## src/rtl/axil_mem_arbiter.sv

```systemverilog
// axil_mem_arbiter
// Shares one single-port register memory between the AXI4-Lite write path
// (AW+W) and read path (AR). Only one transaction is in flight at a time.
// Each grant produces one memory access, then a B or R response that is held
// until the channel accepts it.
//
// By default, simultaneous requests are served round-robin.
// Define ARB_WR_PRIORITY_EN to make writes always win simultaneous requests.
//
// state   | meaning
// IDLE    | waiting for a request; grant is issued combinationally here
// WR_MEM  | one-cycle memory write (suppressed when out of range)
// WR_RESP | BRESP valid, waiting for wr_resp_ready
// RD_MEM  | one-cycle memory read enable (suppressed when out of range)
// RD_CAP  | capture mem_rdata / response code
// RD_RESP | RDATA/RRESP valid, waiting for rd_resp_ready
module axil_mem_arbiter #(
  parameter int ADDR_WIDTH = 5,
  parameter int DATA_WIDTH = 32,
  parameter int MEM_DEPTH  = 32
) (
  input  logic                      clk,
  input  logic                      reset,
  input  logic                      wr_req,
  input  logic [ADDR_WIDTH-1:0]     wr_addr,
  input  logic [DATA_WIDTH-1:0]     wr_data,
  input  logic [DATA_WIDTH/8-1:0]   wr_strb,
  output logic                      wr_grant,
  output logic                      wr_resp_valid,
  output logic [1:0]                wr_resp,
  input  logic                      wr_resp_ready,
  input  logic                      rd_req,
  input  logic [ADDR_WIDTH-1:0]     rd_addr,
  output logic                      rd_grant,
  output logic                      rd_resp_valid,
  output logic [DATA_WIDTH-1:0]     rd_data,
  output logic [1:0]                rd_resp,
  input  logic                      rd_resp_ready,
  output logic                      mem_en,
  output logic                      mem_we,
  output logic [ADDR_WIDTH-1:0]     mem_addr,
  output logic [DATA_WIDTH-1:0]     mem_wdata,
  output logic [DATA_WIDTH/8-1:0]   mem_wstrb,
  input  logic [DATA_WIDTH-1:0]     mem_rdata
);

  localparam int STRB_WIDTH = DATA_WIDTH / 8;
  localparam logic [1:0] RESP_OKAY   = 2'b00;
  localparam logic [1:0] RESP_DECERR = 2'b11;

  typedef enum logic [2:0] {IDLE, WR_MEM, WR_RESP, RD_MEM, RD_CAP, RD_RESP} state_t;

  state_t                  state;
  state_t                  state_nxt;
  logic                    last_wr;
  logic [ADDR_WIDTH-1:0]   addr_q;
  logic [DATA_WIDTH-1:0]   wdata_q;
  logic [STRB_WIDTH-1:0]   wstrb_q;
  logic                    in_range;
  logic                    take_wr;
  logic                    take_rd;

  // Compare at 32 bits so a full-size memory (MEM_DEPTH = 2^ADDR_WIDTH) never decode-errors.
  assign in_range = (32'(addr_q) < 32'(MEM_DEPTH));

  // Arbitration: decide which side (if any) is accepted this IDLE cycle.
  always_comb begin
    take_wr = 1'b0;
    take_rd = 1'b0;
    if ((state == IDLE) && !reset) begin
      if (wr_req && rd_req) begin
`ifdef ARB_WR_PRIORITY_EN
        take_wr = 1'b1;
`else
        take_wr = !last_wr;
        take_rd = last_wr;
`endif
      end else begin
        take_wr = wr_req;
        take_rd = rd_req;
      end
    end
  end

  // Next-state and output decode; memory signals stay zero unless an in-range access is active.
  always_comb begin
    state_nxt     = state;
    wr_grant      = take_wr;
    rd_grant      = take_rd;
    mem_en        = 1'b0;
    mem_we        = 1'b0;
    mem_addr      = '0;
    mem_wdata     = '0;
    mem_wstrb     = '0;
    wr_resp_valid = 1'b0;
    wr_resp       = RESP_OKAY;
    rd_resp_valid = 1'b0;
    case (state)
      IDLE: begin
        if (take_wr)      state_nxt = WR_MEM;
        else if (take_rd) state_nxt = RD_MEM;
      end
      WR_MEM: begin
        if (in_range) begin
          mem_en    = 1'b1;
          mem_we    = 1'b1;
          mem_addr  = addr_q;
          mem_wdata = wdata_q;
          mem_wstrb = wstrb_q;
        end
        state_nxt = WR_RESP;
      end
      WR_RESP: begin
        wr_resp_valid = 1'b1;
        wr_resp       = in_range ? RESP_OKAY : RESP_DECERR;
        if (wr_resp_ready) state_nxt = IDLE;
      end
      RD_MEM: begin
        if (in_range) begin
          mem_en   = 1'b1;
          mem_addr = addr_q;
        end
        state_nxt = RD_CAP;
      end
      RD_CAP: state_nxt = RD_RESP;
      RD_RESP: begin
        rd_resp_valid = 1'b1;
        if (rd_resp_ready) state_nxt = IDLE;
      end
      default: state_nxt = IDLE;
    endcase
  end

  // State register plus record of which side was served last.
  always_ff @(posedge clk) begin
    if (reset) begin
      state   <= IDLE;
      last_wr <= 1'b0;
    end else begin
      state <= state_nxt;
      if (state == WR_MEM)      last_wr <= 1'b1;
      else if (state == RD_MEM) last_wr <= 1'b0;
    end
  end

  // Latch the accepted request, and capture read data/response in RD_CAP.
  always_ff @(posedge clk) begin
    if (reset) begin
      addr_q  <= '0;
      wdata_q <= '0;
      wstrb_q <= '0;
      rd_data <= '0;
      rd_resp <= RESP_OKAY;
    end else begin
      if (take_wr) begin
        addr_q  <= wr_addr;
        wdata_q <= wr_data;
        wstrb_q <= wr_strb;
      end else if (take_rd) begin
        addr_q <= rd_addr;
      end
      if (state == RD_CAP) begin
        rd_data <= in_range ? mem_rdata : '0;
        rd_resp <= in_range ? RESP_OKAY : RESP_DECERR;
      end
    end
  end

endmodule

```

## config.mk

```make
export PLATFORM = sky130hd
export DESIGN_NAME = axil_mem_arbiter
export DESIGN_NICKNAME = d
export VERILOG_FILES = /design/src/rtl/axil_mem_arbiter.sv
export SDC_FILE = /design/constraint.sdc
export NUM_CORES = 1
export LEC_CHECK = 0
export CORE_MARGIN = 3
export CORE_UTILIZATION = 44
export CTS_CLUSTER_DIAMETER = 200
export DETAILED_ROUTE_END_ITERATION = 6
export HOLD_SLACK_MARGIN = 0.12
export MAX_ROUTING_LAYER = met4
export PLACE_DENSITY = 0.91
export SLEW_MARGIN = 5
export SYNTH_ARGS = -nofsm -noshare
export SYNTH_HDL_FRONTEND = slang
export SYNTH_SLANG_ARGS = --single-unit
```

## constraint.sdc

```tcl
create_clock -name clk -period 5 [get_ports clk]
set_clock_uncertainty 0.1 [all_clocks]
set_input_delay 1 -clock clk [delete_from_list [all_inputs] [get_ports clk]]
set_output_delay 1 -clock clk [all_outputs]
set_load 0.005 [all_outputs]
```

==> results of run 1 <==
layer usage:
layer / vias up / GRT usage, %
li1: 1473 / -
met1: 1389 / 23.08
met2: 96 / 36.84
met3: 4 / 4.407
met4: 0 / 5.054
met5: - / -
path summary, 6_finish.rpt:
path                                      to  slack [ps]
worst min-delay path             rd_data[22]         360
worst max register to register   wdata_q[10]        2930
worst max-delay path            mem_wdata[0]        1220
worst min register to register   rd_data[22]         360
cell type report:
type	instances	area (µm²)
fill	564	2177
clock buffer	11	151.4
multi-input combinational	255	1725
timing repair buffer	166	1647
sequential	77	1541
clock inverter	5	35.03
tap	99	123.9
inverter	2	7.507
power groups by stage:
stage | Clock [mW] | Sequential (mW) | Combinational [mW]
after floorplan | 0 | 0.693 | 0.163
after global routing | 0.467 | 0.699 | 0.312
after CTS | 0.444 | 0.692 | 0.292
after global placement | 0 | 0.702 | 0.282
final | 0.432 | 0.692 | 0.289
after detailed placement | 0 | 0.705 | 0.290
per-stage QoR:
step	area [µm²]	setup slack, ps	hold WS [ps]	power (mW)
2_1_floorplan	3428	2123	347.4	0.8554
3_3_place_gp	5045	1602	341.1	0.9849
3_5_place_dp	5045	1557	348.5	0.9954
4_1_cts	5231	1205	360.1	1.428
5_1_grt	5231	1038	384.2	1.479
6_report	5231	1221	356.4	1.413
logic make-up after synthesis:
logic type             Yosys count
muxes                           36
AOI/OAI and AO/OA               50
and+or+nand+nor                165
other                            1
DFF                             77
buffers and inverters           32
tightest hold or removal path: cells and delay by family, from the launching register on:
family	cells	cell delay, ps
AND/OR/NAND/NOR	1	50
AO/OA/AOI/OAI	1	50
flip-flops	1	310
cells in the mapped netlist, drive strengths merged, types with 2 or more instances:
master | instances | share of area (%)
clkbuf | 18 | 2.0
dfxtp | 77 | 45
nand2b | 7 | 1.3
a21oi | 34 | 5.0
and2 | 41 | 7.5
nor2 | 4 | 0.44
buf | 12 | 2.7
mux2 | 36 | 15
o32ai | 5 | 1.3
a22oi | 6 | 1.3
inv | 2 | 0.22
nand2 | 66 | 7.3
nor2b | 39 | 7.1
layout by cell type, fill, tap and decap left out, types with 2 or more instances in the layout:
| master | Yosys | layout |
|---|---|---|
| clkbuf_8 | 0 | 11 |
| o32ai_1 | 5 | 5 |
| nor2b_1 | 39 | 38 |
| nand2b_1 | 7 | 7 |
| buf_4 | 4 | 4 |
| nand2_1 | 66 | 66 |
| a21oi_1 | 34 | 34 |
| clkinvlp_4 | 0 | 4 |
| conb_1 | 1 | 4 |
| mux2_4 | 29 | 29 |
| a22oi_1 | 6 | 6 |
| dfxtp_1 | 77 | 77 |
| nor2_1 | 4 | 4 |
| inv_1 | 2 | 2 |
| mux2_2 | 7 | 7 |
| clkdlybuf4s50_1 | 0 | 161 |
| and2_1 | 41 | 41 |
state kept, by name, summed over array words and instances, names as in the netlist:
| signal | count |
|---|---|
| wdata_q | 32 |
| addr_q | 5 |
| last_wr | 1 |
| rd_data | 32 |
| state | 3 |
| wstrb_q | 4 |
==> results.txt, run 1 <==
----------------------------------------------------
[Status]
  Result of the run ... finished, final reports clean

[STA]
  Min Clock Period, post-route ... 3779 ps
  Setup TNS Final ... 0 ps
  Final-report setup violation count ... 0
  Slew @ Worst Pin ... ~760 ps
  Final Hold Fails ... 0
  Maximum achievable frequency ... between 200 and 300 MHz
  Final max-slew violation count ... 0
  Relative slew margins ... between 40% and 50%
  Share of the clock period used by the worst path after layout ... about three quarters
  Unrepaired setup endpoints after global routing ... no

[Clock network]
  Number of buffers inserted for hold repair after clock tree synthesis ... 0
  Maximum level of the CTS H-tree ... 3
  TritonCTS clock tree ... done
  Maximum buffer depth of the clock tree ... 2
  Clock latency on the worst-skew pair ... ~330 ps
  Clock input transition at the sequential cells of the worst setup and hold paths ... around 80 ps
  Count of buffers added by post-CTS timing repair for setup ... 0
  Clk sink count ... between 70 and 80
  TritonCTS buffer count ... 9
  Post-cts gate resize count ... 0
  Root buf cell ... clkbuf_8

[Finish]
  Number of antenna repair diodes ... 0
  Area grow syn2layout ... 53.09%
  Final core utilization ... approximately 70%
  Share of post-route cells with drive strength above 1 ... approximately 12%
  Final cell count without fillers ... 615
  Final-stage net count ... 595

[Synth]
  Number of warnings reported in the yosys synthesis log ... 0
  Largest family of logic cells by synthesized area ... simple AND/OR/NAND/NOR gates
  Sequential share of the synthesized area ... a little under half
  Async set or reset register ratio after synthesis ... 0%
  Multiplexer area fraction after synthesis ... roughly 15%
  Area fraction in and, or, nand and nor cells after synthesis ... a little over a quarter
  Synth Area in XOR/XNOR ... 0%
  EDFF count, synth ... 0
  Compound-gate portion of the synthesized area ... 8.751%
  Netlist area before placement ... 0.003417 mm²
  Arithmetic-cell share of the synthesized area counting full adders, half adders and majority gates ... 0%
  Syn Area/Cell ... 9.465 µm²
  Count of state elements after synthesis ... 77
  Unique masters post-synth ... 31
  Number of instances in the synthesized netlist ... ~360
  Main flop type after synthesis ... dfxtp_1

[Routing]
  Routed length per placed instance ... between 10 and 15 µm
  First drt pass iteration count ... 4
  Met1 wire length ... about 3700 µm
  Met2 layer wire length in the routed design ... about 4700 µm
  Via count ... just under 3000
  Count of unresolved DRC violations after routing ... 0
  Detail Route Antenna Nets ... 0
  Amount of wire on met3 after detailed routing ... just over 500 µm
  Routed Wire Length ... between 8000 and 9000 µm
  Detail-routed via count per cell ... 4.816
  Starting DRC count in detailed routing ... 80
  Highest metal layer used by the detailed router ... met4

[Power and ir drop]
  Maximum vdd ir drop ... approximately 0.15 mV
  Clock power frac ... a little under a third
  Power share of the sequential group ... between 40% and 50%
  Cell Int Power ... between 1 and 1.5 mW
  Net switching fraction of the power ... about 25%
  Portion of total power attributed to combinational logic ... around a fifth
  P_leak ... slightly above 2 nW
  Power per unit of standard cell area ... 270.2 mW/mm²
  Switching Power ... ~360 µW

[Setup path]
  Critical path arrival ... between 2000 and 3000 ps
  Delay-heaviest family, CP ... simple AND/OR/NAND/NOR gates
  Reg-to-Reg Start ... state[1]
  Longest individual stage delay on the worst path ... between 500 and 600 ps
  Launching instance or port of the critical path ... state[0]
  Data required time of the critical path ... ~4000 ps
  Worst Path Buf+Inv ... 2
  Worst r2r path cells ... 4
  Setup Crit Path Kind ... reg2out
  Largest fanout on the critical path ... 37
  Ordered list of cells on the worst path ... nor2b_1 > nor2b_2 > buf_4 > and2_1 > clkdlybuf4s50_1
  Type of origin of the critical path ... flip-flop
  Logic depth of the worst setup path including buffers ... 5
  Endpoint class of the critical path ... output pin
  Cell with the largest stage delay on the worst path ... nor2b_1

[Global route]
  Aggregate global-route resource usage ... 20.48%
  Overflow after GRT ... 0
  Wire length of the first global-routing pass ... 14250 µm
  Vias in the first global route ... ~3000
  Largest net degree at the start of global routing ... 79
  Number of antenna violations at the first check in global routing ... 0

[Placed design]
  Estimated wirelength of the detail-placed design ... 6522 µm
  Cells after DPL ... ~600
  Gpl congestion ... 0.7623
  Number of port buffers ... ~160

[Run]
  Max capacitance violation total ... 0

[Hold path]
  Worst hold path type ... reg2reg
  Worst hold stages ... 2
  Hold path startpoint ... rd_data[22]

[Floorplan]
  Width of the die ... roughly 94 µm
  Number of I/O pins ... approximately 170
  Overall die area ... slightly below 0.009 mm²
  Row count ... 31
  Die height ... ~94 µm
  Effective utilization at floorplan ... between 40 and 50%
  Std-Cell Core Area ... approximately 0.0074 mm²

----------------------------------------------------
No activity file was read; power rests on OpenSTA's default activity.
==> run 2, diff against run 1 <==
CORE_UTILIZATION = 41   (was 44)
PLACE_DENSITY = 0.86   (was 0.91)
clock period = 3.8 ns   (was 5 ns; I/O delays follow)
==> run 2 against run 1 <==
- power grew 36%
- setup slack lost 510 ps
- first-iteration DRC count shrank 1.3%
- sequential cell count is the same
- die area grew 6.8%
- critical endpoint is now mem_wstrb[2]
- sequential share of layout area shrank 0.14 points
- count of clock-buffer cells in the layout shrank 1
- via count grew 0.51%
- clock power grew 44%
- final cell count grew 0.65%
==> results.txt, run 2 (synthesis gave the netlist of run 1 again) <==
----------------------------------------------------
[Status]
  Result of the run ... finished, final reports clean

[Clock network]
  Maximum buffer depth of the clock tree ... 2
  Post-cts gate resize count ... 0
  Clock latency on the worst-skew pair ... 330 ps
  Maximum level of the CTS H-tree ... 3
  Clk sink count ... 77
  Root buf cell ... clkbuf_8
  TritonCTS clock tree ... done
  Count of buffers added by post-CTS timing repair for setup ... 0
  TritonCTS buffer count ... 9
  Clock input transition at the sequential cells of the worst setup and hold paths ... approximately 80 ps
  Number of buffers inserted for hold repair after clock tree synthesis ... 0

[Setup path]
  Endpoint class of the critical path ... output pin
  Critical path arrival ... 2230 ps
  Setup Crit Path Kind ... reg2out
  Data required time of the critical path ... just under 3000 ps
  Largest fanout on the critical path ... 37
  Type of origin of the critical path ... flip-flop

[Routing]
  Via count ... around 3000
  Starting DRC count in detailed routing ... between 70 and 80
  Detail Route Antenna Nets ... 0
  Count of unresolved DRC violations after routing ... 0
  Routed Wire Length ... ~9200 µm
  First drt pass iteration count ... 4
  Routed length per placed instance ... approximately 15 µm
  Detail-routed via count per cell ... just under 5

[Power and ir drop]
  Maximum vdd ir drop ... 0.2150 mV
  P_leak ... approximately 2.1 nW
  Post-route total power ... ~1.9 mW
  Power per unit of standard cell area ... approximately 360 mW/mm²

[Run]
  Max capacitance violation total ... 0

[Finish]
  FF+latch area ... 0.001541 mm²
  Top flop regs ... rd_data: 32 flops, wdata_q: 32 flops, addr_q: 5 flops
  Commonest non-fill, non-tap cell in the layout ... clkdlybuf4s50_1
  Most used cells in the layout excluding fill and tap cells ... clkdlybuf4s50_1, dfxtp_1, nand2_1
  Total area of multi-input combinational cells ... between 0.0015 and 0.002 mm²
  Area grow syn2layout ... 53.83%
  Final-stage net count ... between 500 and 600
  Share of post-route cells with drive strength above 1 ... between 10 and 15%
  Number of antenna repair diodes ... 0
  Number of inserted filler cells in the final layout ... 613

[STA]
  Unrepaired setup endpoints after global routing ... no
  Share of the clock period used by the worst path after layout ... 81.26%
  Slew @ Worst Pin ... between 700 and 800 ps
  Final max-slew violation count ... 0
  Maximum achievable frequency ... about 320 MHz
  Relative slew margins ... 47.53%
  Final-report setup violation count ... 0
  Setup TNS Final ... 0 ps
  Min Clock Period, post-route ... 3088 ps
  Worst hold slack across all endpoints ... 356.9 ps
  Final Hold Fails ... 0

[Floorplan]
  Overall die area ... 0.009465 mm²
  Row count ... 32
  Number of I/O pins ... roughly 170
  Effective utilization at floorplan ... 43.32%
  Width of the die ... around 97 µm
  Die height ... roughly 100 µm
  Std-Cell Core Area ... between 0.007 and 0.008 mm²

[Placed design]
  Gpl congestion ... ~0.8
  Estimated wirelength of the detail-placed design ... between 6000 and 7000 µm
  Number of port buffers ... between 150 and 200

[Global route]
  Overflow after GRT ... 0
  Largest net degree at the start of global routing ... between 70 and 80
  Number of antenna violations at the first check in global routing ... 0
  Wire length of the first global-routing pass ... roughly 15000 µm
  Vias in the first global route ... approximately 3100
  Aggregate global-route resource usage ... about a fifth

[Hold path]
  Worst hold path type ... reg2reg

----------------------------------------------------
-- run 2: cell count changes in the layout (fill, tap and decap cells not counted) --
| cell | before | now |
|---|---|---|
| buf_4 | 4 | 5 |
| bufinv_16 | 0 | 1 |
| clkbuf_8 | 11 | 10 |
| clkinv_2 | 1 | 3 |
| clkinv_4 | 0 | 2 |
| clkinvlp_4 | 4 | 0 |
-- run 2: worst paths after layout --
path / from / to / slack, ps / depth (start not counted)
max reg2reg: state[1] / wdata_q[5] / 1740 / 4
min reg2reg: rd_data[3] / rd_data[3] / 360 / 2
min: rd_data[3] / rd_data[3] / 360 / 2
max: state[0] / mem_wstrb[2] / 710 / 5
-- run 2: per-stage QoR --
step / cells / setup slack [ps] / instance area (µm²) / util (%)
4_1_cts: 619 / 682.1 / 5256 / 66.64
6_report: 619 / 712.2 / 5256 / 66.64
3_3_place_gp: 603 / 889.3 / 5056 / 64.10
3_5_place_dp: 603 / 838.4 / 5056 / 64.10
2_1_floorplan: 364 / 1403 / 3428 / -
5_1_grt: 619 / 506.5 / 5256 / 66.64
-- run 2: power breakdown --
| part | internal [mW] | total [mW] | switching, mW |
|---|---|---|---|
| Clock | 0.320 | 0.623 | 0.302 |
| Sequential | 0.873 | 0.912 | 0.0394 |
| Combinational | 0.245 | 0.382 | 0.137 |
| Total | 1.44 | 1.92 | 0.479 |
-- run 2: worst max-delay path, stage by stage, from the launching register on --
cell	delay (ps)
dfxtp_1	540
nor2b_1	200
nor2b_2	150
buf_4	290
and2_1	210
clkdlybuf4s50_1	510
-- run 2: cell type report --
cell class,instances,share of cell area [%]
Clock buffer,10,2.618
Clock inverter,6,1.190
Inverter,2,0.1428
Multi-Input combinational cell,255,32.83
Sequential cell,77,29.33
Tap cell,102,2.428
Timing Repair Buffer,167,31.47
-- run 2: metal layers --
metal  GRT usage [%]  part of all wire [%]
met5               -                     0
met1           23.25                    42
met4           6.922                   1.9
met3           4.666                   6.0
met2           33.70                    50
==> run 3, diff against run 2 <==
CORE_UTILIZATION = 37   (was 41)
PLACE_DENSITY = 0.82   (was 0.86)
clock period = 2.6 ns   (was 3.8 ns; I/O delays follow)
==> run 3 against run 2 <==
- die area rose by 10%
- non-clock buffer count grew 10
- final cell count up 2.4%
- sequential share of layout area down 0.60 points
- first-iteration DRC count fell by 46%
- cell area rose by 2.4%
- register-to-register slack got worse by 1100 ps
- sequential cell count is the same
==> results.txt, run 3 (synthesis gave the netlist of run 1 again) <==
----------------------------------------------------
[Routing]
  First drt pass iteration count ... 4
  Detail Route Antenna Nets ... 0
  Count of unresolved DRC violations after routing ... 0
  Detail-routed via count per cell ... about 4.7
  Starting DRC count in detailed routing ... 43
  Routed Wire Length ... between 9000 and 10000 µm
  Routed length per placed instance ... between 10 and 15 µm
  Via count ... roughly 3000

[Setup path]
  End of the worst register-to-register path ... wdata_q[9]
  Ordered list of cells on the worst path ... nor2b_4 > nor2b_4 > buf_4 > clkbuf_16 > and2_1 > clkdlybuf4s50_1
  Launching instance or port of the critical path ... state[2]
  Worst setup path endpoint ... mem_wdata[28]
  Cell mode on critical path ... nor2b_4
  Longest individual stage delay on the worst path ... ~500 ps
  Worst r2r path cells ... 5
  Setup Crit Path Kind ... reg2out
  Type of origin of the critical path ... flip-flop
  Largest fanout on the critical path ... 5
  Reg-to-Reg Start ... state[2]
  Data required time of the critical path ... around 2000 ps
  Critical path arrival ... about 1900 ps
  Endpoint class of the critical path ... output pin
  Cell with the largest stage delay on the worst path ... clkdlybuf4s50_1
  Reg2Reg Setup Slack ... between 600 and 700 ps

[Placed design]
  Gpl congestion ... 0.7830
  Worst slack, placed ... 116.7 ps
  Cells after DPL ... just over 600
  Estimated wirelength of the detail-placed design ... approximately 6400 µm
  Number of port buffers ... approximately 160

[Global route]
  Global Route met3 Usage ... about 4.4%
  M1 GR Usage ... between 20% and 30%
  Vias in the first global route ... ~2900
  Global routing usage on met2 ... ~28%
  Overflow after GRT ... 0
  Aggregate global-route resource usage ... 17.20%
  Busiest layer in global routing ... met2
  Largest net degree at the start of global routing ... 79
  Wire length of the first global-routing pass ... ~14000 µm
  Number of antenna violations at the first check in global routing ... 0

[STA]
  Final max-slew violation count ... 0
  Final-report setup violation count ... 0
  Share of the clock period used by the worst path after layout ... roughly 96%
  Final Hold Fails ... 0
  Maximum achievable frequency ... about 400 MHz
  Relative slew margins ... between 40% and 50%
  Crit path setup slack, layout ... approximately 91 ps
  Worst hold slack across all endpoints ... around 350 ps
  Slew @ Worst Pin ... a little over 800 ps
  Min Clock Period, post-route ... around 2500 ps

[Status]
  Result of the run ... finished, final reports clean

[Clock network]
  Clk sink count ... slightly below 80
  Maximum buffer depth of the clock tree ... 2
  Clock latency on the worst-skew pair ... roughly 330 ps
  TritonCTS clock tree ... done
  TritonCTS buffer count ... 9
  Maximum level of the CTS H-tree ... 3
  Clock input transition at the sequential cells of the worst setup and hold paths ... 80 ps
  Root buf cell ... clkbuf_8

[Finish]
  Area grow syn2layout ... 57.52%
  Commonest non-fill, non-tap cell in the layout ... clkdlybuf4s50_1
  Final-stage net count ... a little over 600
  Final core utilization ... ~61%
  Number of antenna repair diodes ... 0
  Share of post-route cells with drive strength above 1 ... between 10% and 20%
  Top flop regs ... rd_data: 32 flops, wdata_q: 32 flops, addr_q: 5 flops
  Most used cells in the layout excluding fill and tap cells ... clkdlybuf4s50_1, dfxtp_1, nand2_1
  Number of inserted filler cells in the final layout ... around 760
  Final cell count without fillers ... ~630

[Run]
  Max capacitance violation total ... 0

[Floorplan]
  Width of the die ... 102.1 µm
  Number of I/O pins ... ~170
  Row count ... 34
  Std-Cell Core Area ... ~0.0088 mm²
  Die height ... 102.1 µm
  Effective utilization at floorplan ... approximately two fifths
  Overall die area ... 0.01042 mm²

[Power and ir drop]
  Maximum vdd ir drop ... roughly 0.25 mV
  P_leak ... approximately 2.1 nW
  Power per unit of standard cell area ... 523.3 mW/mm²
  Post-route total power ... about 2.8 mW

[Hold path]
  Worst hold stages ... 2
  Worst hold path type ... reg2reg
  Hold path startpoint ... rd_data[17]

----------------------------------------------------
==> run 3: metal layers <==
layer / routed length [µm] / vias up
met5: 0 / -
met4: 94 / 0
met3: 544 / 9
met2: 4610 / 104
met1: 4025 / 1376
li1: - / 1492
==> run 3: worst max-delay path, delay by kind of cell, from the launching register on <==
kind	cells	cell delay, ps
buffers and inverters	3	810
flip-flops	1	370
AND/OR/NAND/NOR	3	390
==> run 3: metrics by stage <==
step / instance area [µm²] / TNS (ps)
6_report: 5383 / 0
4_1_cts: 5279 / 0
2_1_floorplan: 3428 / 0
3_5_place_dp: 5091 / 0
5_1_grt: 5383 / -4.830
3_3_place_gp: 5091 / 0
==> run 3: how the worst min path moves through the flow <==
stage / to / slack [ps]
floorplan: addr_q[0] / 350
global placement: rd_data[20] / 340
detailed placement: rd_data[19] / 350
CTS: rd_data[17] / 360
global route: rd_data[26] / 380
finish: rd_data[17] / 350
==> run 3: repair_timing <==
| action | CTS | global route |
|---|---|---|
| buffers inserted | 0 | 5 |
| gates cloned | 0 | 3 |
| hold buffers | 0 | 0 |
| pin swaps | 0 | 2 |
| setup endpoints to repair | 30 | 37 |
| resized for setup | 1 | 6 |
==> run 3: final cells by class <==
cell class,instances,area [µm²],share of cell area (%)
multi-input cells,255,1738,32.29
clock buffers,9,123.9,2.301
well taps,108,135.1,2.510
repair buffers,177,1769,32.87
clock inverters,6,62.56,1.162
inverters,2,7.507,0.1395
flip-flops and latches,77,1546,28.73
==> run 3: report_power, final <==
group	switching, mW	total (mW)	internal [mW]	leakage, nW
registers	0.0517	1.33	1.28	0.629
logic	0.221	0.618	0.398	1.41
clock network	0.433	0.871	0.439	0.0992
total	0.705	2.82	2.11	2.14
